**src/rtl/regfile_param.sv**
```systemverilog
// regfile_param -- parametrised 3-port register file (2 comb read, 1 sync write)
//
// Purpose:
//   Generic DATA_W x 2**ADDR_W register file with an optional hardwired zero
//   entry and a hardware clear sequencer. After reset the sequencer walks every
//   entry and writes zero. The file reports busy until that walk completes.
//
// Parameters:
//   DATA_W   bits per register
//   ADDR_W   address width, NUM_REGS = 2**ADDR_W
//   ZERO_REG 1: entry 0 reads as 0 and ignores writes; 0: ordinary storage
//
// Optional feature macro: REGFILE_BYPASS_EN
//   Defined   : same-cycle write-to-read forwarding (write-first) when READY.
//   Undefined : no forwarding; a same-cycle read returns the pre-write value.
//
// Ports:
//   clk           in   clock, rising edge
//   reset         in   synchronous active-high reset, starts the clear walk
//   rfw_enable    in   write enable, port 3
//   rfr_address1  in   read address, port 1
//   rfr_address2  in   read address, port 2
//   rfw_address3  in   write address, port 3
//   rfw_data3     in   write data, port 3
//   rfr_data1     out  read data, port 1 (combinational)
//   rfr_data2     out  read data, port 2 (combinational)
//   rf_busy       out  high while the clear walk runs

module regfile_param #(
    parameter int DATA_W   = 32,
    parameter int ADDR_W   = 5,
    parameter int ZERO_REG = 1
) (
    input  logic              clk,
    input  logic              reset,
    input  logic              rfw_enable,
    input  logic [ADDR_W-1:0] rfr_address1,
    input  logic [ADDR_W-1:0] rfr_address2,
    input  logic [ADDR_W-1:0] rfw_address3,
    input  logic [DATA_W-1:0] rfw_data3,
    output logic [DATA_W-1:0] rfr_data1,
    output logic [DATA_W-1:0] rfr_data2,
    output logic              rf_busy
);

    localparam int                NUM_REGS = 2 ** ADDR_W;
    localparam int                NUM_RD   = 2;
    localparam logic [ADDR_W-1:0] LAST_IDX = ADDR_W'(NUM_REGS - 1);

    typedef enum logic {
        ST_CLEAR = 1'b0,
        ST_READY = 1'b1
    } state_e;

    state_e            state_q, state_d;
    logic [ADDR_W-1:0] clr_idx_q, clr_idx_d;

    logic [DATA_W-1:0] mem_q [NUM_REGS];

    logic              mem_we;
    logic [ADDR_W-1:0] mem_waddr;
    logic [DATA_W-1:0] mem_wdata;
    logic              host_wr;

    // ------------------------------------------------------------------
    // FSM: state register
    // ------------------------------------------------------------------
    always_ff @(posedge clk) begin
        if (reset) begin
            state_q   <= ST_CLEAR;
            clr_idx_q <= '0;
        end else begin
            state_q   <= state_d;
            clr_idx_q <= clr_idx_d;
        end
    end

    // ------------------------------------------------------------------
    // FSM: next state
    // ------------------------------------------------------------------
    always_comb begin
        state_d   = state_q;
        clr_idx_d = clr_idx_q;
        case (state_q)
            ST_CLEAR: begin
                clr_idx_d = clr_idx_q + 1'b1;
                // The last entry is zeroed on this edge, so READY follows it.
                if (clr_idx_q == LAST_IDX) state_d = ST_READY;
            end
            ST_READY: state_d = ST_READY;
            default:  state_d = ST_CLEAR;
        endcase
    end

    // ------------------------------------------------------------------
    // FSM: outputs -- busy flag and the single storage write port, shared
    // between the clear walk and the host. Host writes in CLEAR are
    // dropped, not queued.
    // ------------------------------------------------------------------
    always_comb begin
        rf_busy   = (state_q == ST_CLEAR);
        host_wr   = (state_q == ST_READY) && rfw_enable &&
                    !((ZERO_REG != 0) && (rfw_address3 == '0));
        mem_we    = 1'b0;
        mem_waddr = rfw_address3;
        mem_wdata = rfw_data3;
        if (state_q == ST_CLEAR) begin
            mem_we    = 1'b1;
            mem_waddr = clr_idx_q;
            mem_wdata = '0;
        end else if (host_wr) begin
            mem_we    = 1'b1;
        end
    end

    // Storage carries no reset; the clear walk provides the known state.
    always_ff @(posedge clk) begin
        if (mem_we) mem_q[mem_waddr] <= mem_wdata;
    end

    // ------------------------------------------------------------------
    // Read ports
    // ------------------------------------------------------------------
    logic [NUM_RD-1:0][ADDR_W-1:0] rd_addr;
    logic [NUM_RD-1:0][DATA_W-1:0] rd_data;

    assign rd_addr[0] = rfr_address1;
    assign rd_addr[1] = rfr_address2;
    assign rfr_data1  = rd_data[0];
    assign rfr_data2  = rd_data[1];

    for (genvar p = 0; p < NUM_RD; p++) begin : g_rd
        always_comb begin
            rd_data[p] = mem_q[rd_addr[p]];
`ifdef REGFILE_BYPASS_EN
            // host_wr already excludes busy and the hardwired zero entry.
            if (host_wr && (rd_addr[p] == rfw_address3)) rd_data[p] = rfw_data3;
`endif
            if ((ZERO_REG != 0) && (rd_addr[p] == '0)) rd_data[p] = '0;
            if (rf_busy) rd_data[p] = '0;
        end
    end

endmodule

```
**config.mk**
```make
export PLATFORM = sky130hd
export DESIGN_NAME = regfile_param
export DESIGN_NICKNAME = d
export VERILOG_FILES = /design/src/rtl/regfile_param.sv
export SDC_FILE = /design/constraint.sdc
export NUM_CORES = 1
export LEC_CHECK = 0
export BUFFER_PORTS_ARGS = -buffer_cell sky130_fd_sc_hd__buf_2
export CORE_UTILIZATION = 57
export CTS_BUF_LIST = sky130_fd_sc_hd__clkbuf_2 sky130_fd_sc_hd__clkbuf_4 sky130_fd_sc_hd__clkbuf_8
export CTS_CLUSTER_SIZE = 10
export DETAILED_ROUTE_END_ITERATION = 6
export GPL_TIMING_DRIVEN = 0
export PLACE_DENSITY = 0.72
export SETUP_SLACK_MARGIN = 0.15
export SKIP_CTS_REPAIR_TIMING = 1
export SYNTH_ARGS = -nofsm -noshare
export SYNTH_HDL_FRONTEND = slang
export SYNTH_SLANG_ARGS = --single-unit
```
**constraint.sdc**
```tcl
create_clock -name clk -period 3.35 [get_ports clk]
set_input_delay 0.1675 -clock clk [delete_from_list [all_inputs] [get_ports clk]]
set_output_delay 0.1675 -clock clk [all_outputs]
set_load 0.005 [all_outputs]
```
## After elaboration in Yosys (flattened, before gate mapping)

Memories as Yosys holds them, arrays and structs flattened.
Index checks and enable logic that the tools add are counted.

| word-level totals | value |
|---|---|
| output and inout bits | 65 |
| register bits after elaboration | 6 |
| memories | 1 |
| bits in writable memories | 1024 |
| word-level logic and storage cells | 24 |
| bits of input ports | 50 |

| cells by class | value |
|---|---|
| $add $sub $neg | 1 |
| bitwise operators | 1 |
| muxes and demuxes | 12 |
| reductions and logical operators | 6 |
| equality and inequality tests | 1 |

Memories:

| name | depth | bits a word | read ports | clocked after memory_dff | write ports | RTL line | source |
|---|---|---|---|---|---|---|---|
| mem_q | 32 | 32 | 2 | 0 | 1 | 58 | `logic [DATA_W-1:0] mem_q [NUM_REGS];` |

Operator list:

| cell | count |
|---|---|
| $mux 32 | 5 |
| $logic_not 5->1 | 3 |
| $add 5x1->5 const B | 1 |
| $eq 5x5->1 const B | 1 |
| $mux 1 | 5 |
| $mux 5 | 1 |
| $logic_and 1x1->1 | 2 |
| $pmux 1 s2 | 1 |
| $logic_not 1->1 | 1 |
| $not 1->1 | 1 |

## Longest topological paths before layout

Gate-level depths: netlist of run 1.

| logic depth | value |
|---|---|
| depth after elaboration | 7 |
| mapped depth | 7 |
| depth with buffers taken out | 5 |

## Worst setup path after synthesis of run 1

Ideal clock, no wire load.

| path | value |
|---|---|
| kind | register to register |
| from | reg state_q |
| to | mem mem_q[10][0] (enable) |
| arrival | 2.421 ns |
| stages on the path, launching flop included | 7 |
| library setup time | 0.421 ns |
| slack | 0.508 ns |
| buffers on the path | 2 |
| path through | dfxtp_1 buf_4 buf_2 nand2_1 o2bb2ai_1 nand2_1 nor2_1 |

| between the ends | value |
|---|---|
| cells in the longest elaborated chain, start to end | 6 |

RTL lines:

| what | RTL line | source |
|---|---|---|
| start: declaration | 55 | `state_e state_q, state_d;` |
| start signal: assignment | 73 | `state_q <= state_d;` |
| $logic_and 1x1->1 (2 in series) | 102 | `host_wr = (state_q == ST_READY) && rfw_enable &&` |
| $mux 1 | 111 | `end else if (host_wr) begin` |
| $mux 1 | 107 | `if (state_q == ST_CLEAR) begin` |
| $mux 1 | 118 | `if (mem_we) mem_q[mem_waddr] <= mem_wdata;` |
| $mux 1 (not written as such) | 118 |  |
| end: declaration | 58 |  |

Several ways; a longest one is shown, not always the timed one.

## Worst setup path after layout of run 1

| path | value |
|---|---|
| from | reg state_q |
| to | out rfr_data2[19] |

| between the ends | value |
|---|---|
| cells in the longest elaborated chain, start to end | 1 |

RTL lines:

| what | RTL line | source |
|---|---|---|
| $mux 32 | 140 | `if (rf_busy) rd_data[p] = '0;` |
| end: declaration | 42 | `output logic [DATA_W-1:0] rfr_data2,` |

Every way passes these cells.

==> results of run 1 <==
==> cell families after synthesis <==
kind of cell,after synthesis
AND/OR/NAND/NOR,326
multiplexers,770
flip-flops,998
AO/OA/AOI/OAI,522
adder cells (fa/ha/maj),2
XOR/XNOR,3
buffers and inverters,234
==> per-stage QoR <==
| stage | setup WS (ns) | instances |
|---|---|---|
| finish | 0.0623 | 4365 |
| global placement | -1.41 | 4029 |
| detailed placement | -0.180 | 4060 |
| global route | 0.147 | 4361 |
| floorplan | 0.508 | 2855 |
| CTS | -0.437 | 4357 |
==> cell usage in the layout (no fill, tap or decap), drive strengths merged, types with 6 or more instances in the layout <==
| cell | instances |
|---|---|
| clkbuf | 296 |
| nor2b | 6 |
| nand4 | 64 |
| o21ai | 66 |
| mux4 | 192 |
| dfxtp | 6 |
| and2 | 35 |
| buf | 307 |
| o22ai | 192 |
| edfxtp | 992 |
| nand2 | 142 |
| or3b | 6 |
| a221oi | 64 |
| mux2i | 578 |
| a22oi | 192 |
| inv | 8 |
| clkinv | 60 |
| nor2 | 49 |
| clkinvlp | 6 |
==> final cells by class <==
class                           instances  area share (%)
Sequential cell                       998            56.3
Antenna cell                            5          0.0235
Multi-Input combinational cell       1623            30.3
Buffer                                231            2.53
Clock buffer                          226            5.16
Tap cell                             1060            2.49
Clock inverter                         71           0.711
Inverter                                3          0.0212
Timing Repair Buffer                  148            2.50
==> sequential cells by signal (all words and copies together) (netlist names) <==
name and cells:
state_q 1, mem_q 992, clr_idx_q 5
==> layer usage <==
layer	part of all wire (%)	track usage (%)
met4	6.2	21.1
met3	12	8.57
met2	45	54.8
met5	0.015	0
met1	36	48.8
==> path summary, 6_finish.rpt <==
path,startpoint,to,cells after the start
min reg2reg,clr_idx_q[2]$_SDFFE_PP0N_,clr_idx_q[2]$_SDFFE_PP0N_,2
max reg2reg,state_q$_SDFF_PP0_,mem_q[24][12]$_DFFE_PP_,4
min,rfw_data3[17],mem_q[19][17]$_DFFE_PP_,2
max,state_q$_SDFF_PP0_,rfr_data2[19],7
==> report_power, final <==
group / total [mW] / switching (mW) / internal, mW
registers: 13.7 / 0.0473 / 13.6
clock network: 10.3 / 4.99 / 5.32
logic: 1.68 / 1.04 / 0.640
total: 25.7 / 6.07 / 19.6
==> impl_metrics.yaml, run 1 <==
yosys:
  syn_avg_cell_area_um2: 16.4
  synth_xor_area_share_pct: 0.0560
  yosys_most_used_dff: "edfxtp_1"
  syn_nets: 2907
  synth_top_family_by_area: "multiplexers"
  synth_most_common_cell: "edfxtp_1"
  synth-async-reset-ratio_pct: 0
  synth-seq-area-share_pct: 63.7
  yosysWarnings: 0
  yosys.area.top_type_share_pct: 63.5
  syn_area_um2: 46900
  yosysUniqueCellTypes: 40
  ys_ff_latch: 998
  synth_top_cells_by_area: "edfxtp_1 63%, mux2i_1 12%, mux4_2 9.2%, a22oi_1 3.1%, o22ai_1 2.6%"
  synth_top_area_cell: "edfxtp_1"
  synthAdderAreaFrac_pct: 0.0533
  synthesis.instances: 2855
  synthSimpleGateAreaFrac_pct: 3.38
  synth_edf_count: 992
  muxShareOfSynthArea_pct: 21.5
  synth_compound_area_share_pct: 8.45
  synth_common_cells: "992 x edfxtp_1, 578 x mux2i_1, 192 x a22oi_1, 192 x mux4_2, 192 x o22ai_1"
layout:
  final_util_pct: 65.7
  areaGrowthSynthToFinish_pct: 13.3
  fin_area_um2: 53200
  drive_gt1_share_pct: 27.7
  seqCellArea_um2: 29900
  multi_input_area_um2: 16100
  num-fill-cells: 5631
  final_nets: 3221
die:
  die_area_um2: 83500
  die_x_um: 289
  ios: 115
  initial_utilization_pct: 58.0
  rows: 104
  core_area_um2: 80900
  die_height_um: 289
global_routing:
  grt_pass1_wl_um: 214000
  antenna_found_initial: 6
  overflow: 0
  gr-usage-all-layers_pct: 36.4
  grt_pass1_vias: 31321
  grt_max_degree: 32
detailed_routing:
  routed_wl_um: 152000
  wl_per_cell_um: 34.8
  viasPerCell: 7.23
  num_vias: 31576
  first_pass_iters: 7
  drt_iter0_markers: 4900
  drc: 1
  antenna_left: 0
critical_path:
  endpoint_kind: "output pin"
  slowest_stage: "a22oi_1"
  cp.arrival_ns: 3.12
  path_class: "reg2out"
  cp_cell_sequence: "or3b_1 -> buf_2 -> buf_6 -> a221oi_2 -> a22oi_1 -> nand4_1 -> buf_2"
  regToRegSetupSlack_ns: 0.22
  required_ns: 3.18
  critPathBufInv: 3
  crit_fanout: 10
  crit_family: "compound AO/OA/AOI/OAI gates"
  crit_path_start_kind: "flop"
  cpMostUsedCell: "buf_2"
  max_stage_delay_ns: 0.84
timing:
  worst_slew_pin_slew_ns: 1.48
  timing_max_transition_violations_final: 0
  fmax_ghz: 0.304
  fin_crit_sh_pct: 98.1
  fin_worst_skew_ns: 0.0329
  grt_setup_unrepaired: "yes"
  holdWs_ns: 0.0810
  setup_tns_ns: 0
  post-route-min-period_ns: 3.29
  hold_viol: 0
  slew-limit-headroom_pct: 1.61
  finalSetupViolations: 0
pwr:
  peakVddDrop_mv: 0.343
  power.density_nw_per_um2: 483
  p_leak_nw: 18.5
  total_power_mw: 25.7
clock_network:
  clk_latency_ns: 0.85
  cts_tree: "built"
  clk_pin_slew_worst_paths_ns: 0.06
  cts-root-buf: "clkbuf_8"
  cts_made_buffers: 164
  clockBufferDepth: 3
  clock-sinks: 998
  htree_levels: 4
placed_design:
  placedInstanceArea_um2: 49800
  portBuffers: 114
  dp_hpwl_um: 104000
  routabilityCongestion: 0.939
flow_run:
  maxCapViolCount: 0
outcome:
  status: "finished, violations left"
  violations: "design-rule violations"
min_path:
  hold_class: "in2reg"
(Power assumes the default switching activity.)
==> run 2, diff against run 1 <==
- clock period: 3.35 -> 4 ns (I/O delays scaled with it)
==> run 2 against run 1 <==
The run ends with max-capacitance violations, max-slew violations left. Largest power group unchanged. Sequential share of layout area is 0.20 points higher. First-iteration DRC count is 3.4% higher. Combinational power fell by 17%.
==> impl_metrics.yaml, run 2 (synthesized netlist as in run 1, its figures left out) <==
timing:
  hold_viol: 0
  finalSetupViolations: 0
  post-route-min-period_ns: 3.87
  slew-limit-headroom_pct: -2.18
  fin_worst_skew_ns: 0.0306
  worst_slew_pin_slew_ns: 1.53
  timing_max_transition_violations_final: 32
  grt_setup_unrepaired: "no"
  holdWs_ns: 0.180
  fin_crit_sh_pct: 96.8
  fmax_ghz: 0.258
die:
  core_area_um2: 80900
  rows: 104
  die_height_um: 289
  die_x_um: 289
  ios: 115
  die_area_um2: 83500
  initial_utilization_pct: 58.0
critical_path:
  crit_family: "simple AND/OR/NAND/NOR gates"
  required_ns: 3.80
  cp_cell_sequence: "buf_4 -> nand2_1 -> nor3_1 -> clkbuf_1 -> nand2_1 -> nand4_1 -> buf_2"
  path_class: "reg2out"
  crit_path_start_kind: "flop"
  crit_fanout: 10
  cp.arrival_ns: 3.67
  critPathBufInv: 3
  cpMostUsedCell: "nand2_1"
  max_stage_delay_ns: 0.66
  slowest_stage: "clkbuf_1"
  endpoint_kind: "output pin"
layout:
  final_nets: 3219
  largest_reg_flops: 992
  drive_gt1_share_pct: 26.0
  num-fill-cells: 5647
  seqCellArea_um2: 29900
  final_common_cell: "edfxtp_1"
  max_flop_register: "mem_q"
  final_cell_mix: "992 x edfxtp_1, 578 x mux2i_1, 220 x buf_2"
  fin_area_um2: 53000
  areaGrowthSynthToFinish_pct: 12.9
  multi_input_area_um2: 16000
  reg_top3: "mem_q: 992 flops, clr_idx_q: 5 flops, state_q: 1 flops"
pwr:
  power.density_nw_per_um2: 406
  total_power_mw: 21.5
  intPower_mw: 16.4
  comb_power_share_pct: 6.5
  pwr-share-seq_pct: 53.3
  power.switching_mw: 5.07
  peakVddDrop_mv: 0.286
  power.share.clock_pct: 40.2
  p_leak_nw: 18.4
  switching_share_pct: 23.6
clock_network:
  clockBufferDepth: 3
  htree_levels: 4
  cts_tree: "built"
  clock-sinks: 998
  cts_made_buffers: 164
  clk_latency_ns: 0.84
  cts-root-buf: "clkbuf_8"
  clk_pin_slew_worst_paths_ns: 0.07
min_path:
  hold_class: "in2reg"
global_routing:
  grt_pass1_wl_um: 214000
  antenna_found_initial: 5
  grt_pass1_vias: 31321
  gr-usage-all-layers_pct: 36.4
  grt_max_degree: 32
  overflow: 0
outcome:
  status: "finished, violations left"
  violations: "max-capacitance violations, max-slew violations"
detailed_routing:
  routed_wl_um: 152000
  drc: 0
  antenna_left: 0
  num_vias: 31593
  drt_iter0_markers: 5069
  viasPerCell: 7.24
  wl_per_cell_um: 34.8
  first_pass_iters: 6
flow_run:
  maxCapViolCount: 1
placed_design:
  routabilityCongestion: 0.939
  dp_hpwl_um: 104000
  placedInstanceArea_um2: 49800
  portBuffers: 114
==> run 2: final cells by class <==
| class | count | share of cell area (%) |
|---|---|---|
| Antenna cell | 6 | 0.0283 |
| Buffer | 231 | 2.46 |
| Clock buffer | 226 | 5.17 |
| Clock inverter | 71 | 0.713 |
| Inverter | 3 | 0.0213 |
| Multi-Input combinational cell | 1623 | 30.2 |
| Sequential cell | 998 | 56.5 |
| Tap cell | 1060 | 2.50 |
| Timing Repair Buffer | 146 | 2.48 |
==> run 2: worst paths after layout <==
path,startpoint,end,slack [ns],depth (start not counted)
max,state_q$_SDFF_PP0_,rfr_data2[28],0.13,7
min,reset,clr_idx_q[4]$_SDFFE_PP0N_,0.18,3
max reg2reg,state_q$_SDFF_PP0_,mem_q[24][12]$_DFFE_PP_,0.30,4
min reg2reg,clr_idx_q[2]$_SDFFE_PP0N_,clr_idx_q[2]$_SDFFE_PP0N_,0.55,2
==> run 2: worst min-delay path: cells and delay by family <==
| kind | cells | cell delay (ns) |
|---|---|---|
| simple gates | 1 | 0.06 |
| buf+inv | 2 | 0.70 |
==> run 2: per-stage QoR <==
stage               TNS [ns]  worst slack (ns)  utilization, %  instances
finish                     0             0.130            65.5       4364
global route               0             0.154            65.4       4360
CTS                        0             0.180            65.4       4357
detailed placement         0             0.470            61.6       4060
global placement     -554.15            -0.759            60.3       4029
floorplan                  0              1.16               -       2855
==> run 2: layer usage <==
| metal | up-vias | track usage (%) | part of all wire, % |
|---|---|---|---|
| met1 | 15955 | 48.8 | 36 |
| met5 | - | 0 | 0.084 |
| met3 | 444 | 8.57 | 13 |
| met2 | 2664 | 54.8 | 45 |
| li1 | 12526 | - | - |
| met4 | 4 | 21.1 | 6.4 |
==> run 2: power by group through the flow <==
| stage | Sequential (mW) | Combinational (mW) | Clock (mW) |
|---|---|---|---|
| 5_1_grt | 11.5 | 1.44 | 9.06 |
| 2_1_floorplan | 11.7 | 0.909 | 0 |
| 4_1_cts | 11.5 | 1.37 | 8.63 |
| 3_5_place_dp | 11.7 | 1.36 | 0 |
| 3_3_place_gp | 11.7 | 1.28 | 0 |
| 6_report | 11.5 | 1.40 | 8.63 |
